[src/rtl/pass_sched_pkg.sv]
// Shared types and constants for the layer pass scheduler.
package pass_sched_pkg;

  // Bit of op_config that carries the one-cycle pass start strobe.
  localparam int OP_START_BIT = 0;

  typedef enum logic [2:0] {
    IDLE    = 3'd0,
    LOAD    = 3'd1,
    ISSUE   = 3'd2,
    WAIT    = 3'd3,
    ADVANCE = 3'd4,
    DONE    = 3'd5
  } sched_state_e;

  // A layer is in progress from LOAD up to and including ADVANCE.
  function automatic logic state_is_busy(sched_state_e s);
    return (s == LOAD) || (s == ISSUE) || (s == WAIT) || (s == ADVANCE);
  endfunction

endpackage

[src/rtl/tile_addr_gen.sv]
// One running GLB address: latched base and stride, stepped by adders only.
module tile_addr_gen #(
  parameter int ADDR_W = 32
) (
  input  logic              clk,
  input  logic              rst,
  input  logic              load_i,    // capture base/stride, address <- base
  input  logic              step_i,    // address += stride
  input  logic              wrap_i,    // address <- latched base
  input  logic [ADDR_W-1:0] base_i,
  input  logic [ADDR_W-1:0] stride_i,
  output logic [ADDR_W-1:0] addr_o
);

  logic [ADDR_W-1:0] base_q;
  logic [ADDR_W-1:0] stride_q;
  logic [ADDR_W-1:0] addr_q;

  // Running address register; load beats wrap beats step, sum wraps mod 2^ADDR_W.
  always_ff @(posedge clk) begin
    // NOTE: sequential state uses non-blocking assignments so every register samples pre-edge values.
    if (rst) begin
      base_q   <= '0;
      stride_q <= '0;
      addr_q   <= '0;
    end else if (load_i) begin
      base_q   <= base_i;
      stride_q <= stride_i;
      addr_q   <= base_i;
    end else if (wrap_i) begin
      addr_q   <= base_q;
    end else if (step_i) begin
      addr_q   <= addr_q + stride_q;
    end
  end

  assign addr_o = addr_q;

endmodule

[src/rtl/layer_pass_scheduler.sv]
// Walks one convolution layer as oc-tile (outer) x ic-tile (inner) passes,
// issuing each pass to the PE-array pass controller and waiting for its done.
module layer_pass_scheduler
  import pass_sched_pkg::*;
#(
  parameter int ADDR_W = 32,
  parameter int TILE_W = 8
) (
  input  logic              clk,
  input  logic              rst,
  input  logic              start,
  input  logic [TILE_W-1:0] cfg_oc_tiles,
  input  logic [TILE_W-1:0] cfg_ic_tiles,
  input  logic [31:0]       cfg_op_config,
  input  logic [31:0]       cfg_mapping_param,
  input  logic [31:0]       cfg_shape_param1,
  input  logic [31:0]       cfg_shape_param2,
  input  logic [ADDR_W-1:0] cfg_filter_base,
  input  logic [ADDR_W-1:0] cfg_ifmap_base,
  input  logic [ADDR_W-1:0] cfg_bias_base,
  input  logic [ADDR_W-1:0] cfg_opsum_base,
  input  logic [ADDR_W-1:0] cfg_filter_stride,
  input  logic [ADDR_W-1:0] cfg_ifmap_stride,
  input  logic [ADDR_W-1:0] cfg_bias_stride,
  input  logic [ADDR_W-1:0] cfg_opsum_stride,
  output logic [31:0]       op_config,
  output logic [31:0]       mapping_param,
  output logic [31:0]       shape_param1,
  output logic [31:0]       shape_param2,
  output logic [ADDR_W-1:0] filter_baseaddr,
  output logic [ADDR_W-1:0] ifmap_baseaddr,
  output logic [ADDR_W-1:0] bias_baseaddr,
  output logic [ADDR_W-1:0] opsum_baseaddr,
  output logic              bias_ipsum_sel,
  input  logic              pass_done,
  output logic              busy,
  output logic              layer_done,
  output logic [TILE_W-1:0] oc_idx,
  output logic [TILE_W-1:0] ic_idx
);

  sched_state_e      state_q;
  logic [TILE_W-1:0] oc_tiles_q;
  logic [TILE_W-1:0] ic_tiles_q;
  logic [TILE_W-1:0] oc_idx_q;
  logic [TILE_W-1:0] ic_idx_q;
  logic [TILE_W-1:0] oc_idx_d;
  logic [TILE_W-1:0] ic_idx_d;
  logic [31:0]       op_cfg_q;
  logic [31:0]       mapping_q;
  logic [31:0]       shape1_q;
  logic [31:0]       shape2_q;
  logic              issue_q;
  logic              busy_q;
  logic              layer_done_q;
  logic              sel_q;

  logic              last_ic;
  logic              last_oc;
  logic              load_en;
  logic              adv_en;
  logic              ic_wrap;
  logic              zero_tiles;

  // Tile-loop bookkeeping derived from the current indices and latched counts.
  always_comb begin
    // NOTE: every always_comb output gets a default first so no path can infer a latch.
    ic_idx_d = ic_idx_q + TILE_W'(1);
    oc_idx_d = oc_idx_q;
    if (last_ic) begin
      ic_idx_d = '0;
      oc_idx_d = oc_idx_q + TILE_W'(1);
    end
  end

  assign last_ic    = (ic_idx_q == ic_tiles_q - TILE_W'(1));
  assign last_oc    = (oc_idx_q == oc_tiles_q - TILE_W'(1));
  assign load_en    = (state_q == LOAD);
  assign adv_en     = (state_q == ADVANCE);
  assign ic_wrap    = adv_en && last_ic;
  assign zero_tiles = (cfg_oc_tiles == '0) || (cfg_ic_tiles == '0);

  // Layer sequencer: state, latched config, tile indices and registered strobes.
  always_ff @(posedge clk) begin
    if (rst) begin
      state_q      <= IDLE;
      oc_tiles_q   <= '0;
      ic_tiles_q   <= '0;
      oc_idx_q     <= '0;
      ic_idx_q     <= '0;
      op_cfg_q     <= '0;
      mapping_q    <= '0;
      shape1_q     <= '0;
      shape2_q     <= '0;
      issue_q      <= 1'b0;
      busy_q       <= 1'b0;
      layer_done_q <= 1'b0;
      sel_q        <= 1'b0;
    end else begin
      issue_q      <= 1'b0;
      layer_done_q <= 1'b0;
      unique case (state_q)
        IDLE: begin
          if (start) begin
            state_q <= LOAD;
            busy_q  <= 1'b1;
          end
        end
        LOAD: begin
          oc_tiles_q <= cfg_oc_tiles;
          ic_tiles_q <= cfg_ic_tiles;
          op_cfg_q   <= cfg_op_config;
          op_cfg_q[OP_START_BIT] <= 1'b0;
          mapping_q  <= cfg_mapping_param;
          shape1_q   <= cfg_shape_param1;
          shape2_q   <= cfg_shape_param2;
          oc_idx_q   <= '0;
          ic_idx_q   <= '0;
          sel_q      <= 1'b1;
          if (zero_tiles) begin
            state_q      <= DONE;
            busy_q       <= state_is_busy(DONE);
            layer_done_q <= 1'b1;
          end else begin
            state_q <= ISSUE;
            issue_q <= 1'b1;
          end
        end
        ISSUE: begin
          state_q <= WAIT;
        end
        WAIT: begin
          if (pass_done) begin
            state_q <= ADVANCE;
          end
        end
        ADVANCE: begin
          oc_idx_q <= oc_idx_d;
          ic_idx_q <= ic_idx_d;
          sel_q    <= last_ic;
          if (last_ic && last_oc) begin
            state_q      <= DONE;
            busy_q       <= 1'b0;
            layer_done_q <= 1'b1;
          end else begin
            state_q <= ISSUE;
            issue_q <= 1'b1;
          end
        end
        DONE: begin
          state_q <= IDLE;
        end
        default: begin
          state_q <= IDLE;
          busy_q  <= 1'b0;
        end
      endcase
    end
  end

  // Filter address: one stride per pass across the whole layer.
  tile_addr_gen #(.ADDR_W(ADDR_W)) u_filter_addr (
    .clk      (clk),
    .rst      (rst),
    .load_i   (load_en),
    .step_i   (adv_en),
    .wrap_i   (1'b0),
    .base_i   (cfg_filter_base),
    .stride_i (cfg_filter_stride),
    .addr_o   (filter_baseaddr)
  );

  // Ifmap address: follows the ic tile, back to base when ic wraps.
  tile_addr_gen #(.ADDR_W(ADDR_W)) u_ifmap_addr (
    .clk      (clk),
    .rst      (rst),
    .load_i   (load_en),
    .step_i   (adv_en),
    .wrap_i   (ic_wrap),
    .base_i   (cfg_ifmap_base),
    .stride_i (cfg_ifmap_stride),
    .addr_o   (ifmap_baseaddr)
  );

  // Bias address: follows the oc tile.
  tile_addr_gen #(.ADDR_W(ADDR_W)) u_bias_addr (
    .clk      (clk),
    .rst      (rst),
    .load_i   (load_en),
    .step_i   (ic_wrap),
    .wrap_i   (1'b0),
    .base_i   (cfg_bias_base),
    .stride_i (cfg_bias_stride),
    .addr_o   (bias_baseaddr)
  );

  // Opsum address: follows the oc tile.
  tile_addr_gen #(.ADDR_W(ADDR_W)) u_opsum_addr (
    .clk      (clk),
    .rst      (rst),
    .load_i   (load_en),
    .step_i   (ic_wrap),
    .wrap_i   (1'b0),
    .base_i   (cfg_opsum_base),
    .stride_i (cfg_opsum_stride),
    .addr_o   (opsum_baseaddr)
  );

  // Forwarded op_config with the pass start strobe merged into its low bit.
  always_comb begin
    op_config               = op_cfg_q;
    op_config[OP_START_BIT] = issue_q;
  end

  assign mapping_param  = mapping_q;
  assign shape_param1   = shape1_q;
  assign shape_param2   = shape2_q;
  assign bias_ipsum_sel = sel_q;
  assign busy           = busy_q;
  assign layer_done     = layer_done_q;
  assign oc_idx         = oc_idx_q;
  assign ic_idx         = ic_idx_q;

endmodule

[config.mk]
export PLATFORM = sky130hd
export DESIGN_NAME = layer_pass_scheduler
export DESIGN_NICKNAME = d
export VERILOG_FILES = /design/src/rtl/pass_sched_pkg.sv /design/src/rtl/tile_addr_gen.sv /design/src/rtl/layer_pass_scheduler.sv
export SDC_FILE = /design/constraint.sdc
export NUM_CORES = 1
export LEC_CHECK = 0
export CAP_MARGIN = 20
export CELL_PAD_IN_SITES_DETAIL_PLACEMENT = 0
export CELL_PAD_IN_SITES_GLOBAL_PLACEMENT = 2
export CORE_ASPECT_RATIO = 1.25
export CORE_MARGIN = 1
export CORE_UTILIZATION = 29
export DETAILED_ROUTE_END_ITERATION = 12
export PLACE_DENSITY_LB_ADDON = 0.1
export SYNTH_ARGS = -nofsm -noshare
export SYNTH_HDL_FRONTEND = slang
export SYNTH_SLANG_ARGS = --single-unit
[constraint.sdc]
create_clock -name clk -period 4.5 [get_ports clk]
set_input_delay 0.9 -clock clk [delete_from_list [all_inputs] [get_ports clk]]
set_output_delay 0.9 -clock clk [all_outputs]
set_load 0.005 [all_outputs]
==> impl_metrics.py <==
metrics = {
    "power": {
        "power_leakage_uw": 0.01241,
        "p_per_area_mw_per_mm2": 360.3,
        "ir_drop_mv": 0.3130,
        "report.power.total_uw": 11830,
    },
    "clock_network": {
        "cts_buffers": 54,
        "clk_latency_ps": 630,
        "htreeDepth": 2,
        "post_cts_buffers": 0,
        "cts.path.max_buffers": 3,
        "clkTransAtPathRegs_ps": 60,
        "cts_sinks": 454,
        "cts_tree": "done",
        "cts_root_buf": "clkbuf_16",
        "cts_resized": 0,
        "cts_hold_buf": 0,
    },
    "worst_setup_path": {
        "critPathRequiredTime_ps": 5050,
        "crit_fanout": 30,
        "worst_ep_arrival_time_ps": 3990,
        "start_kind": "register",
        "worstSetupEndpointType": "register",
        "worstRegToRegCells": 9,
        "crit_type": "register to register",
    },
    "global_routing": {
        "grt_pass1_vias": 23680,
        "grt_usage_pct": 22.08,
        "overflow": 0,
        "grt_pass1_wl_mm": 141.8,
        "grt_start_max_net_pins": 176,
        "antenna_found_initial": 15,
    },
    "die": {
        "row_count": 115,
        "core_area_mm2": 0.07914,
        "die_x_um": 255.6,
        "die_h_um": 319.0,
        "die_area_mm2": 0.08156,
        "io_pins": 679,
        "start_util_pct": 29.47,
    },
    "routing": {
        "avgRoutedWirePerCell_um": 19.81,
        "first_pass_iters": 5,
        "num_vias": 23740,
        "first_iter_violations": 1355,
        "viasPerCell": 5.040,
        "drc": 0,
        "ant_nets": 0,
        "finalWirelength_mm": 93.33,
    },
    "sta": {
        "setup-violations-final": 0,
        "tightest_slew_ps": 1044,
        "max_slew_margin_pct": 30.15,
        "hold_viol_final": 0,
        "period_needed_ps": 3435,
        "skew_ps": 31.40,
        "slew_violations": 0,
        "fin_crit_sh_pct": 76.34,
        "tns_ps": 0,
        "rsz0062_at_grt": "false",
        "max_freq_mhz": 291.1,
    },
    "synth": {
        "synth_top_area_share_pct": 38.97,
        "yosys.area.top_type": "dfxtp_1",
        "syn_area_mm2": 0.02332,
        "synthTopCellsByArea": "dfxtp_1 (39%), nand2_1 (13%), a21oi_1 (10%)",
        "ys_types": 79,
        "synthTopCellsByCount": "nand2_1 (785), a21oi_1 (478), dfxtp_1 (454)",
        "synth_cells": 3038,
        "yosys.cell_count.top_type": "nand2_1",
        "avgSynthCellArea_um2": 7.676,
        "ys.flop_type": "dfxtp_1",
        "synth_edf_count": 0,
        "async_flop_share_pct": 0,
        "syn_nets": 3574,
        "synth.yosys.warnings": 0,
        "synth_seq_cells": 454,
        "ys_seq_area_share_pct": 38.97,
    },
    "final_layout": {
        "drive_above_1_share_pct": 4.436,
        "syn2layout_area_growth_pct": 40.74,
        "fin_nets": 4145,
        "n_fill_cell": 8156,
        "postLayoutCellArea_mm2": 0.03282,
    },
    "worst_hold_path": {
        "holdPathStages": 2,
        "hp-class": "register to register",
    },
    "placement": {
        "dpl-instance-area_mm2": 0.03098,
        "gp_congestion": 0.8510,
        "io_buffers": 677,
        "dp_hpwl_mm": 68.27,
    },
    "run": {
        "drv_cap": 0,
    },
    "outcome": {
        "status": "complete, no violations",
    },
}
==> worst paths after layout <==
kind                            slack [ps]                 endpoint                    from
worst max register to register        1060  u_ifmap_addr.addr_o[30]           ic_tiles_q[0]
worst max-delay path                  1060  u_ifmap_addr.addr_o[30]           ic_tiles_q[0]
worst min-delay path                   450   u_ifmap_addr.base_q[9]  u_ifmap_addr.base_q[9]
worst min register to register         450   u_ifmap_addr.base_q[9]  u_ifmap_addr.base_q[9]
==> critical path, stage by stage, from the launching register on <==
cell and delay (ps):
dfxtp_1 420, inv_1 70, ha_1 280, a32o_1 280, a22o_1 270, o2111a_1 290
buf_4 260, nor2_1 830, nand2_1 410, o22ai_1 250
==> placed cells by master (no fill, tap or decap), types with 15 or more instances in the layout <==
master           instances
nand2_1                783
clkdlybuf4s50_1        676
a21oi_1                478
dfxtp_1                454
nor2_1                 217
ha_1                   128
o21ai_0                 90
xor2_1                  63
xnor2_1                 62
clkbuf_16               54
a21o_1                  48
nor3_1                  48
inv_1                   41
a311oi_1                31
nand3_1                 30
a211oi_1                27
o22ai_1                 26
o211ai_1                22
a31oi_1                 21
buf_4                   18
o21bai_1                17
and3_1                  16
nor2b_1                 15
o21a_1                  15
nand4_1                 15
clkbuf_8                15
==> cell type report <==
cell class	instances	area [um2]	share of cell area, %
Multi-Input combinational cell	2354	13340	40.65
Sequential cell	454	9089	27.69
Timing Repair Buffer	704	7104	21.65
Clock buffer	79	1595	4.861
Tap cell	1053	1318	4.014
Clock inverter	20	202.7	0.6176
Inverter	41	153.9	0.4689
Antenna cell	6	15.01	0.04575
==> layer usage <==
layer	vias to the layer above	wire length, um	global-route usage, %
met5	-	78	0
met4	12	1981	5.602
met3	106	6483	6.207
met2	657	45880	39.04
met1	11230	38910	26.01
li1	11740	-	-
==> cells by family after synthesis <==
kind of cell	synth area share, %
buf+inv	3.938
simple gates	21.12
flops	38.97
xor+xnor	4.764
mux	0.4936
compound gates	23.50
fa+ha+maj	7.211
==> sequential cells by signal, indices dropped and copies added, names as in the netlist, 31 cells and up <==
register and cells:
u_ifmap_addr.stride_q 32, u_opsum_addr.addr_o 32, u_ifmap_addr.addr_o 32, u_ifmap_addr.base_q 32, mapping_param 32, u_bias_addr.stride_q 32
u_filter_addr.addr_o 32, op_cfg_q 31, u_bias_addr.addr_o 32, u_opsum_addr.stride_q 32, u_filter_addr.stride_q 32, shape_param2 32
shape_param1 32
==> power by group <==
group          internal, uW  switching (uW)  leakage, uW  total, uW
clock network          2570            1900     0.000890       4470
registers              4370             266      0.00371       4630
logic                  1320            1410      0.00781       2720
total                  8260            3570       0.0124      11800
==> stage by stage <==
stage / cells / hold WS, ps / setup WS (ps) / util (%)
CTS: 4704 / 454.3 / 937.5 / 41.42
floorplan: 3038 / 431.9 / 1532 / -
global placement: 4605 / 439.5 / 1020 / 39.15
finish: 4711 / 451.8 / 1065 / 41.47
detailed placement: 4605 / 447.0 / 954.2 / 39.15
global route: 4708 / 469.0 / 751.9 / 41.46
Note: power is estimated with default switching activity, not from simulation.
